### src/rtl/frame_scheduler.sv
// Per-frame sequencer: frame boundary detection, accumulator clear/enable gating, result capture
// with a valid/ready output, and watchdog. Define FRAME_SCHED_OVERLAY_EN to build the overlay select toggle.
module frame_scheduler #(
  parameter int SKIP_FRAMES = 1,
  parameter int WD_CYCLES   = 500000,
  parameter int X_W         = 10,
  parameter int Y_W         = 9
) (
  input  logic           vga_clk,
  input  logic           reset,
  input  logic           vsync_i,
  input  logic           img_i,
  input  logic           mode_i,
  input  logic           start_i,
  input  logic           stop_i,
  input  logic [X_W-1:0] bary_x_i,
  input  logic [Y_W-1:0] bary_y_i,
  output logic           acc_clr_o,
  output logic           acc_en_o,
  output logic           sel_o,
  output logic           res_valid_o,
  input  logic           res_ready_i,
  output logic [X_W-1:0] res_x_o,
  output logic [Y_W-1:0] res_y_o,
  output logic [7:0]     res_frame_o,
  output logic [7:0]     drop_cnt_o,
  output logic           wd_err_o
);

  localparam int SKIP_W = (SKIP_FRAMES > 0) ? $clog2(SKIP_FRAMES + 1) : 1;
  localparam int WD_W   = $clog2(WD_CYCLES + 1);

  typedef enum logic [1:0] {S_IDLE, S_ARM, S_ACCUM, S_LATCH} state_t;

  state_t            r_state;
  logic              r_vsync_d;
  logic [7:0]        r_frame;
  logic [SKIP_W-1:0] r_skip;
  logic [WD_W-1:0]   r_wd_cnt;
  logic              r_acc_clr;
  logic              r_res_valid;
  logic [X_W-1:0]    r_res_x;
  logic [Y_W-1:0]    r_res_y;
  logic [7:0]        r_res_frame;
  logic [7:0]        r_drop_cnt;
  logic              r_wd_err;

  logic w_fb;
  logic w_waiting;
  logic w_wd_hit;

  // Frame boundary is the cycle in which vsync is low after being high on the previous edge.
  assign w_fb      = r_vsync_d & ~vsync_i;
  assign w_waiting = (r_state == S_ARM) || (r_state == S_ACCUM);
  assign w_wd_hit  = w_waiting && !w_fb && (r_wd_cnt == WD_W'(WD_CYCLES - 1));

  assign acc_en_o    = (r_state == S_ACCUM) && img_i && !stop_i;
  assign acc_clr_o   = r_acc_clr;
  assign res_valid_o = r_res_valid;
  assign res_x_o     = r_res_x;
  assign res_y_o     = r_res_y;
  assign res_frame_o = r_res_frame;
  assign drop_cnt_o  = r_drop_cnt;
  assign wd_err_o    = r_wd_err;

  // NOTE: state uses non-blocking assignments so every register samples pre-edge values.
  always_ff @(posedge vga_clk or posedge reset) begin
    if (reset) begin
      r_state     <= S_IDLE;
      r_vsync_d   <= 1'b0;
      r_frame     <= '0;
      r_skip      <= '0;
      r_wd_cnt    <= '0;
      r_acc_clr   <= 1'b0;
      r_res_valid <= 1'b0;
      r_res_x     <= '0;
      r_res_y     <= '0;
      r_res_frame <= '0;
      r_drop_cnt  <= '0;
      r_wd_err    <= 1'b0;
    end else begin
      r_vsync_d <= vsync_i;
      r_acc_clr <= 1'b0;
      if (w_fb) r_frame <= r_frame + 8'd1;
      if (r_res_valid && res_ready_i) r_res_valid <= 1'b0;

      if (w_waiting && !w_fb && !w_wd_hit) r_wd_cnt <= r_wd_cnt + WD_W'(1);
      else                                 r_wd_cnt <= '0;

      if (stop_i) begin
        r_state <= S_IDLE;
      end else begin
        case (r_state)
          S_IDLE: begin
            if (start_i) begin
              r_state  <= S_ARM;
              r_skip   <= SKIP_W'(SKIP_FRAMES);
              r_wd_err <= 1'b0;
            end
          end
          S_ARM: begin
            if (w_wd_hit) begin
              r_state  <= S_IDLE;
              r_wd_err <= 1'b1;
            end else if (w_fb) begin
              if (r_skip == '0) begin
                r_state   <= S_ACCUM;
                r_acc_clr <= 1'b1;
              end else begin
                r_skip <= r_skip - SKIP_W'(1);
              end
            end
          end
          S_ACCUM: begin
            if (w_wd_hit) begin
              r_state  <= S_IDLE;
              r_wd_err <= 1'b1;
            end else if (w_fb) begin
              r_state <= S_LATCH;
            end
          end
          S_LATCH: begin
            r_res_x     <= bary_x_i;
            r_res_y     <= bary_y_i;
            r_res_frame <= r_frame;
            r_res_valid <= 1'b1;
            // Unconsumed result overwritten: count it, saturating.
            if (r_res_valid && !res_ready_i && (r_drop_cnt != 8'hff))
              r_drop_cnt <= r_drop_cnt + 8'd1;
            if (mode_i) begin
              r_state <= S_IDLE;
            end else begin
              r_state   <= S_ACCUM;
              r_acc_clr <= 1'b1;
            end
          end
          default: r_state <= S_IDLE;
        endcase
      end
    end
  end

`ifdef FRAME_SCHED_OVERLAY_EN
  logic r_sel;

  // Alternates per frame while accumulating; forced low whenever the run is not accumulating.
  always_ff @(posedge vga_clk or posedge reset) begin
    if (reset) begin
      r_sel <= 1'b0;
    end else if (stop_i || w_wd_hit || (r_state == S_IDLE) || (r_state == S_ARM) ||
                 ((r_state == S_LATCH) && mode_i)) begin
      r_sel <= 1'b0;
    end else if (w_fb) begin
      r_sel <= ~r_sel;
    end
  end

  assign sel_o = r_sel;
`else
  assign sel_o = 1'b0;
`endif

endmodule

### config.mk
export PLATFORM = sky130hd
export DESIGN_NAME = frame_scheduler
export DESIGN_NICKNAME = d
export VERILOG_FILES = /design/src/rtl/frame_scheduler.sv
export SDC_FILE = /design/constraint.sdc
export NUM_CORES = 1
export LEC_CHECK = 0
export ABC_AREA = 1
export CAP_MARGIN = 20
export CORE_AREA = 5 5 95 97
export CTS_CLUSTER_SIZE = 10
export DETAILED_ROUTE_END_ITERATION = 6
export DIE_AREA = 0 0 100 102
export PLACE_DENSITY = 0.76
export SETUP_SLACK_MARGIN = 0.4
export SYNTH_ARGS = -nofsm -noshare
export SYNTH_HDL_FRONTEND = slang
export SYNTH_SLANG_ARGS = --single-unit
export TNS_END_PERCENT = 5
### constraint.sdc
create_clock -name vga_clk -period 2.5 [get_ports vga_clk]
set_input_delay 0.5 -clock vga_clk [delete_from_list [all_inputs] [get_ports vga_clk]]
set_output_delay 0.5 -clock vga_clk [all_outputs]
set_load 0.01 [all_outputs]
==> results of run 1 <==
## registers in the layout, summed over array words and instances, names as in the netlist
signal	flops
r_state	2
res_y_o	9
r_frame	8
r_skip	1
res_x_o	10
drop_cnt_o	8
wd_err_o	1
r_vsync_d	1
res_frame_o	8
acc_clr_o	1
res_valid_o	1
r_wd_cnt	19
## metrics by stage
step / cell area [um2] / total power [W] / utilization, % / cells
after CTS: 4190 / 0.00375 / 52.0 / 504
final: 4190 / 0.00369 / 52.0 / 504
after global routing: 4190 / 0.00393 / 52.0 / 504
after global placement: 3990 / 0.00279 / 49.5 / 488
after detailed placement: 3990 / 0.00283 / 49.5 / 488
after floorplan: 3200 / 0.00219 / - / 320
## cell usage after synthesis (2+ instances only)
cell type	number	share of area (%)
nand3_1	16	2.5
nor2_4	2	0.71
nor2_1	32	3.8
nand2_2	3	0.59
buf_2	3	0.47
a21oi_1	4	0.63
nor3_1	6	0.94
o21ai_2	2	0.55
inv_2	2	0.24
xor2_1	16	4.4
ha_1	7	2.7
mux2_2	22	7.8
nor3b_1	4	0.94
dfrtp_1	69	54
a31oi_1	5	0.98
o21ai_0	10	1.6
nor4_1	2	0.39
nand3_2	4	1.3
xnor2_1	4	1.1
nor2_2	6	1.2
nand2_1	51	6.0
inv_1	35	4.1
nand4_1	8	1.6
## worst max-delay path: stages, from the launching register on
cell and delay, ps:
dfrtp_1 420, inv_1 100, ha_2 220, nand2_1 70
nor2_1 80, dlygate4sd2_1 270
## what timing repair did
item	CTS	global route
endpoints found under the setup margin	1	0
gates resized for setup	2	0
setup buffers	0	0
## power breakdown
group	switching (W)	total, W	internal (W)
clock network	0.000434	0.000897	0.000463
logic	0.000539	0.00120	0.000663
registers	0.000176	0.00159	0.00141
total	0.00115	0.00369	0.00254
## path summary, 6_finish.rpt
kind                       slack, ps          end        start
max                              490     acc_en_o   r_state[0]
min                              490  r_wd_cnt[0]  r_wd_cnt[0]
max reg2reg                      660  r_wd_cnt[3]  r_wd_cnt[0]
min reg2reg                      490  r_wd_cnt[0]  r_wd_cnt[0]
max in group asynchronous       1620   res_x_o[1]        reset
min in group asynchronous        590   res_x_o[9]        reset
## final cells by class
type | instances | area (um2) | area share (%)
clock inverter | 7 | 73.8 | 1.76
sequential | 69 | 1730 | 41.2
tap | 105 | 131 | 3.14
timing repair buffer | 68 | 684 | 16.3
inverter | 37 | 143 | 3.41
clock buffer | 9 | 124 | 2.96
multi-input combinational | 209 | 1310 | 31.2
## metal layers
metal | GRT usage [%] | vias up | part of all wire (%)
li1 | - | 1194 | -
met1 | 15.8 | 1142 | 40
met2 | 24.2 | 59 | 51
met3 | 6.76 | 7 | 7.4
met4 | 3.42 | 0 | 1.1
met5 | 0 | - | 0
## cells by family after synthesis
kind of cell,after synthesis,synth area share (%)
simple gates,136,20.5
flops,69,54.1
buf+inv,42,5.17
compound gates,23,4.19
mux,22,7.76
xor+xnor,20,5.48
fa+ha+maj,7,2.74
other cells,1,0.117
==> metrics.txt, run 1 <==
# TYPE chip_impl_metric gauge
chip_impl_metric{name="grt_usage",unit="%"} 14.0
chip_impl_metric{name="power.density_cell_area",unit="nW/um2"} 881
chip_impl_metric{name="final.setup_skew",unit="ps"} 8.43
chip_impl_metric{name="worst_slack",unit="ps"} 495
chip_impl_metric{name="placement_rows",unit=""} 33
chip_impl_metric{name="io_pins",unit=""} 67
chip_impl_info{name="critPathLaunchType",value="flip-flop"} 1
chip_impl_metric{name="numClockSinks",unit=""} 69
chip_impl_metric{name="setup_viol_count_final",unit=""} 0
chip_impl_info{name="synth_flop_cell",value="dfrtp_1"} 1
chip_impl_metric{name="cts_made_buffers",unit=""} 9
chip_impl_metric{name="cp_data_arrival_time",unit="ps"} 1510
chip_impl_metric{name="drt_first_iter_violations",unit=""} 92
chip_impl_metric{name="clk_path_buf_depth",unit=""} 2
chip_impl_metric{name="max_cap_violations",unit=""} 0
chip_impl_metric{name="portBuffers",unit=""} 65
chip_impl_metric{name="final.fill_count",unit=""} 715
chip_impl_metric{name="final.period_utilization",unit="%"} 80.2
chip_impl_metric{name="yosys_register_bits",unit=""} 69
chip_impl_metric{name="timing.fmax",unit="MHz"} 499
chip_impl_metric{name="synth.yosys.warnings",unit=""} 0
chip_impl_metric{name="insertedDiodeCount",unit=""} 0
chip_impl_metric{name="via_count_of_the_first_global_routing_pass",unit=""} 2508
chip_impl_metric{name="chipWidth",unit="um"} 100
chip_impl_metric{name="worst_hold_slack",unit="ps"} 486
chip_impl_metric{name="drive_above_1_share",unit="%"} 16.0
chip_impl_metric{name="worstHoldPathCells",unit=""} 1
chip_impl_metric{name="gp_congestion",unit=""} 0.792
chip_impl_metric{name="die_height",unit="um"} 102
chip_impl_metric{name="drc",unit=""} 0
chip_impl_info{name="grt_setup_unrepaired",value="false"} 1
chip_impl_info{name="cts.root.buffer_cell",value="clkbuf_8"} 1
chip_impl_metric{name="worstPathMaxFanout",unit=""} 5
chip_impl_info{name="path_class",value="reg -> out"} 1
chip_impl_metric{name="routed-via-count",unit=""} 2402
chip_impl_metric{name="dr.pass1.iters",unit=""} 4
chip_impl_metric{name="async_flop_share",unit="%"} 100
chip_impl_metric{name="finish.net_count",unit=""} 428
chip_impl_info{name="tritoncts",value="built"} 1
chip_impl_metric{name="synth.avg_cell_area",unit="um2"} 9.98
chip_impl_metric{name="synth_fp_nets",unit=""} 354
chip_impl_metric{name="final-max-slew-violation-count",unit=""} 0
chip_impl_metric{name="cts_hold_repair.buffers",unit=""} 0
chip_impl_metric{name="area.growth.synth_to_final",unit="%"} 31.1
chip_impl_metric{name="wire_per_inst",unit="um"} 12.9
chip_impl_metric{name="synth_cell_type_count",unit=""} 30
chip_impl_metric{name="syn_area",unit="um2"} 3190
chip_impl_metric{name="worstSkewPairLatency",unit="ps"} 350
chip_impl_metric{name="largest_net_degree_at_the_start_of_global_routing",unit=""} 70
chip_impl_metric{name="leakagePower",unit="nW"} 1.90
chip_impl_metric{name="finalHoldViolations",unit=""} 0
chip_impl_metric{name="start_util",unit="%"} 39.7
chip_impl_metric{name="synth-edff-count",unit=""} 0
chip_impl_metric{name="clkSlewWorstSetupHoldPaths",unit="ps"} 80
chip_impl_metric{name="required",unit="ps"} 2000
chip_impl_metric{name="number_of_instances_in_the_synthesized_netlist",unit=""} 320
chip_impl_metric{name="core_area",unit="um2"} 8050
chip_impl_info{name="mostFrequentLayoutCell",value="dfrtp_1"} 1
chip_impl_info{name="holdCritPathClass",value="reg -> reg"} 1
chip_impl_metric{name="finalCriticalPeriod",unit="ps"} 2010
chip_impl_metric{name="postRouteAntennaNets",unit=""} 0
chip_impl_metric{name="post-place-ws",unit="ps"} 317
chip_impl_metric{name="first_pass_grt_wire_length",unit="um"} 11500
chip_impl_metric{name="sequential_area_share_after_synthesis",unit="%"} 54.1
chip_impl_info{name="outcome",value="finished clean"} 1
chip_impl_metric{name="dp_hpwl",unit="um"} 4830
chip_impl_metric{name="finalWirelength",unit="um"} 6510
chip_impl_metric{name="peakVddDrop",unit="V"} 0.000360
chip_impl_metric{name="globalRouteOverflowTotal",unit=""} 0
chip_impl_metric{name="totalNegativeSetupSlack",unit="ps"} 0
chip_impl_metric{name="drt-vias-per-instance",unit=""} 4.77
chip_impl_info{name="critical_path.endpoint_type",value="primary output"} 1
chip_impl_metric{name="number_of_antenna_violations_at_the_first_check_in_global_routing",unit=""} 0
chip_impl_metric{name="timing.reg2reg.worst_path_depth",unit=""} 7
chip_impl_info{name="mostFrequentLayoutCells",value="dfrtp_1, clkdlybuf4s50_1, nand2_1, inv_1, nor2_1"} 1
chip_impl_metric{name="htree_num_levels",unit=""} 3
chip_impl_metric{name="design.die.area",unit="um2"} 10200
(Power assumes the default switching activity.)
==> run 2: changes to the inputs <==
--- a/config.mk
+++ b/config.mk
@@ -11,7 +11,7 @@
 export CTS_CLUSTER_SIZE = 10
 export DETAILED_ROUTE_END_ITERATION = 6
 export DIE_AREA = 0 0 100 102
-export PLACE_DENSITY = 0.76
+export PLACE_DENSITY = 0.78
 export SETUP_SLACK_MARGIN = 0.4
 export SYNTH_ARGS = -nofsm -noshare
 export SYNTH_HDL_FRONTEND = slang
==> constraint.sdc (replaced) <==
create_clock -name vga_clk -period 1.65 [get_ports vga_clk]
set_input_delay 0.33 -clock vga_clk [delete_from_list [all_inputs] [get_ports vga_clk]]
set_output_delay 0.33 -clock vga_clk [all_outputs]
set_load 0.01 [all_outputs]
==> run 2 against run 1 <==
  * Die area unchanged
  * Total power increased by 73%
  * Sequential share of layout area decreased by 5.7 points
  * Final cell count increased by 7.9%
  * Worst setup slack got worse by 490 ps
  * Critical path depth unchanged
  * Via count increased by 11%
  * Largest cell class unchanged
  * Highest routed layer unchanged
==> metrics.txt, run 2 (synthesis results as in run 1) <==
# TYPE chip_impl_metric gauge
chip_impl_metric{name="timing.critical_path.buf_inv",unit=""} 2
chip_impl_metric{name="clkSlewWorstSetupHoldPaths",unit="ps"} 80
chip_impl_metric{name="worstSkewPairLatency",unit="ps"} 350
chip_impl_metric{name="drive_above_1_share",unit="%"} 44.6
chip_impl_metric{name="post-place-ws",unit="ps"} -257
chip_impl_metric{name="clk_path_buf_depth",unit=""} 2
chip_impl_metric{name="required",unit="ps"} 1320
chip_impl_metric{name="dp_hpwl",unit="um"} 5080
chip_impl_metric{name="clkPwrFrac",unit="%"} 23.9
chip_impl_metric{name="via_count_of_the_first_global_routing_pass",unit=""} 2772
chip_impl_info{name="register_ranked_first_by_flip_flop_count",value="r_wd_cnt"} 1
chip_impl_metric{name="chipWidth",unit="um"} 100
chip_impl_metric{name="core_area",unit="um2"} 8050
chip_impl_metric{name="largest_register_ffs",unit=""} 19
chip_impl_metric{name="switching_share",unit="%"} 33.1
chip_impl_info{name="crit_family",value="flip-flops"} 1
chip_impl_info{name="r2r_end",value="drop_cnt_o[7]"} 1
chip_impl_metric{name="final.period_utilization",unit="%"} 99.8
chip_impl_metric{name="largest_net_degree_at_the_start_of_global_routing",unit=""} 70
chip_impl_metric{name="drt_first_iter_violations",unit=""} 94
chip_impl_metric{name="start_util",unit="%"} 39.7
chip_impl_metric{name="setup_viol_count_final",unit=""} 0
chip_impl_metric{name="internal_power",unit="W"} 0.00426
chip_impl_metric{name="seq_power_share",unit="%"} 39.0
chip_impl_metric{name="peakVddDrop",unit="V"} 0.000704
chip_impl_metric{name="design_power_total",unit="W"} 0.00636
chip_impl_metric{name="placement_rows",unit=""} 33
chip_impl_metric{name="first_pass_grt_wire_length",unit="um"} 12900
chip_impl_info{name="critPathLaunchType",value="flip-flop"} 1
chip_impl_info{name="outcome",value="finished clean"} 1
chip_impl_info{name="tritoncts",value="built"} 1
chip_impl_metric{name="number_of_antenna_violations_at_the_first_check_in_global_routing",unit=""} 0
chip_impl_metric{name="final.setup_skew",unit="ps"} 10.5
chip_impl_info{name="critical_path.endpoint_type",value="primary output"} 1
chip_impl_info{name="hold_path.startpoint",value="vsync_i"} 1
chip_impl_metric{name="wire_per_inst",unit="um"} 15.3
chip_impl_metric{name="timing.reg2reg.worst_path_depth",unit=""} 9
chip_impl_metric{name="finalHoldViolations",unit=""} 0
chip_impl_metric{name="insertedDiodeCount",unit=""} 0
chip_impl_info{name="worst_setup_path_startpoint",value="r_state[1]"} 1
chip_impl_metric{name="dpl_cell_area",unit="um2"} 4150
chip_impl_metric{name="finish.net_count",unit=""} 468
chip_impl_metric{name="final-max-slew-violation-count",unit=""} 0
chip_impl_metric{name="rrSetupSlack",unit="ps"} 50
chip_impl_metric{name="timing.fmax",unit="MHz"} 607
chip_impl_metric{name="worst_hold_slack",unit="ps"} 196
chip_impl_info{name="path_class",value="reg -> out"} 1
chip_impl_metric{name="leakagePower",unit="nW"} 2.42
chip_impl_metric{name="area.growth.synth_to_final",unit="%"} 52.5
chip_impl_metric{name="portBuffers",unit=""} 65
chip_impl_metric{name="gp_congestion",unit=""} 0.875
chip_impl_metric{name="die_height",unit="um"} 102
chip_impl_metric{name="htree_num_levels",unit=""} 3
chip_impl_info{name="reg2reg_from",value="r_state[0]"} 1
chip_impl_metric{name="final_core_util",unit="%"} 60.5
chip_impl_info{name="crit_chain",value="buf_4 -> ha_4 -> nand2_1 -> nor2_1 -> buf_2"} 1
chip_impl_metric{name="slowest_delay",unit="ps"} 440
chip_impl_metric{name="finalWirelength",unit="um"} 8320
chip_impl_info{name="cts.root.buffer_cell",value="clkbuf_8"} 1
chip_impl_info{name="cp_slowest_cell",value="dfrtp_2"} 1
chip_impl_metric{name="numClockSinks",unit=""} 69
chip_impl_info{name="mostFrequentLayoutCell",value="dfrtp_1"} 1
chip_impl_info{name="grt_setup_unrepaired",value="true"} 1
chip_impl_metric{name="power.density_cell_area",unit="nW/um2"} 1310
chip_impl_metric{name="io_pins",unit=""} 67
chip_impl_metric{name="dr.pass1.iters",unit=""} 4
chip_impl_metric{name="max_cap_violations",unit=""} 0
chip_impl_metric{name="grt_usage",unit="%"} 15.8
chip_impl_metric{name="cp_data_arrival_time",unit="ps"} 1320
chip_impl_metric{name="worstPathMaxFanout",unit=""} 4
chip_impl_metric{name="worst_slack",unit="ps"} 2.82
chip_impl_metric{name="finalCriticalPeriod",unit="ps"} 1650
chip_impl_metric{name="combPwrFrac",unit="%"} 37.1
chip_impl_info{name="hold_path_end",value="r_vsync_d"} 1
chip_impl_metric{name="drt-vias-per-instance",unit=""} 4.89
chip_impl_metric{name="globalRouteOverflowTotal",unit=""} 0
chip_impl_info{name="mostFrequentLayoutCells",value="dfrtp_1, nand2_1, buf_4, inv_1, clkdlybuf4s50_1"} 1
chip_impl_metric{name="cts_made_buffers",unit=""} 9
chip_impl_metric{name="cts_hold_repair.buffers",unit=""} 0
chip_impl_metric{name="power.net_switching",unit="W"} 0.00211
chip_impl_metric{name="routed-via-count",unit=""} 2662
chip_impl_metric{name="drc",unit=""} 0
chip_impl_info{name="holdCritPathClass",value="in -> reg"} 1
chip_impl_metric{name="worstHoldPathCells",unit=""} 1
chip_impl_metric{name="design.die.area",unit="um2"} 10200
chip_impl_metric{name="post-route-cell-area",unit="um2"} 4870
chip_impl_metric{name="postRouteAntennaNets",unit=""} 0
## run 2: changes by cell type in the layout (fill, tap and decap cells not counted), sizes merged, moves of 7 or more
cell and change:
buf +50, clkbuf +23, clkdlybuf4s50 -39, dlymetal6s2s +7
## run 2: how the worst max path moves through the flow
stage	slack, ps	depth (start not counted)	to
finish	3	5	acc_en_o
global route	-50	5	acc_en_o
CTS	70	1	res_y_o[6]
detailed placement	-260	6	r_frame[7]
global placement	-220	6	r_frame[7]
floorplan	110	10	r_state[0]
## run 2: through the flow
stage               TNS [ps]  cells
finish                     0    544
global route            -173    544
CTS                        0    530
detailed placement     -4420    506
global placement       -2190    506
floorplan                  0    320
## run 2: final cells by class
class	count	area (um2)
Inverter	37	145
Fill cell	631	3180
Clock inverter	7	98.8
Tap cell	105	131
Sequential cell	69	1730
Multi-Input combinational cell	209	1710
Clock buffer	9	124
Timing Repair Buffer	108	930
## run 2: worst reg2reg max path: stages, from the launching register on
cell	delay (ps)
dfrtp_1	400
buf_6	150
ha_4	140
nand2_4	70
nor2_4	120
o21ai_4	100
nor2_4	160
nand3_4	110
nor2_2	120
xor2_1	150
## run 2: power groups by stage
stage | sequential, W | clock, W | combinational [W]
after floorplan | 0.00255 | 0 | 0.000769
after global placement | 0.00240 | 0 | 0.00196
after detailed placement | 0.00243 | 0 | 0.00201
after CTS | 0.00241 | 0.00156 | 0.00200
after global routing | 0.00254 | 0.00164 | 0.00255
final | 0.00248 | 0.00152 | 0.00236
## run 2: metal layers
metal	up-vias	routed length, um	track usage [%]
li1	1264	-	-
met1	1303	3300	18.1
met2	79	4500	28.5
met3	16	387	5.19
met4	0	136	4.15
met5	-	0	0
## run 2: what timing repair did
action / 4_1_cts / 5_1_grt
pin swaps: 9 / 31
setup buffers: 8 / 14
setup endpoints to repair: 102 / 105
resized for setup: 69 / 167
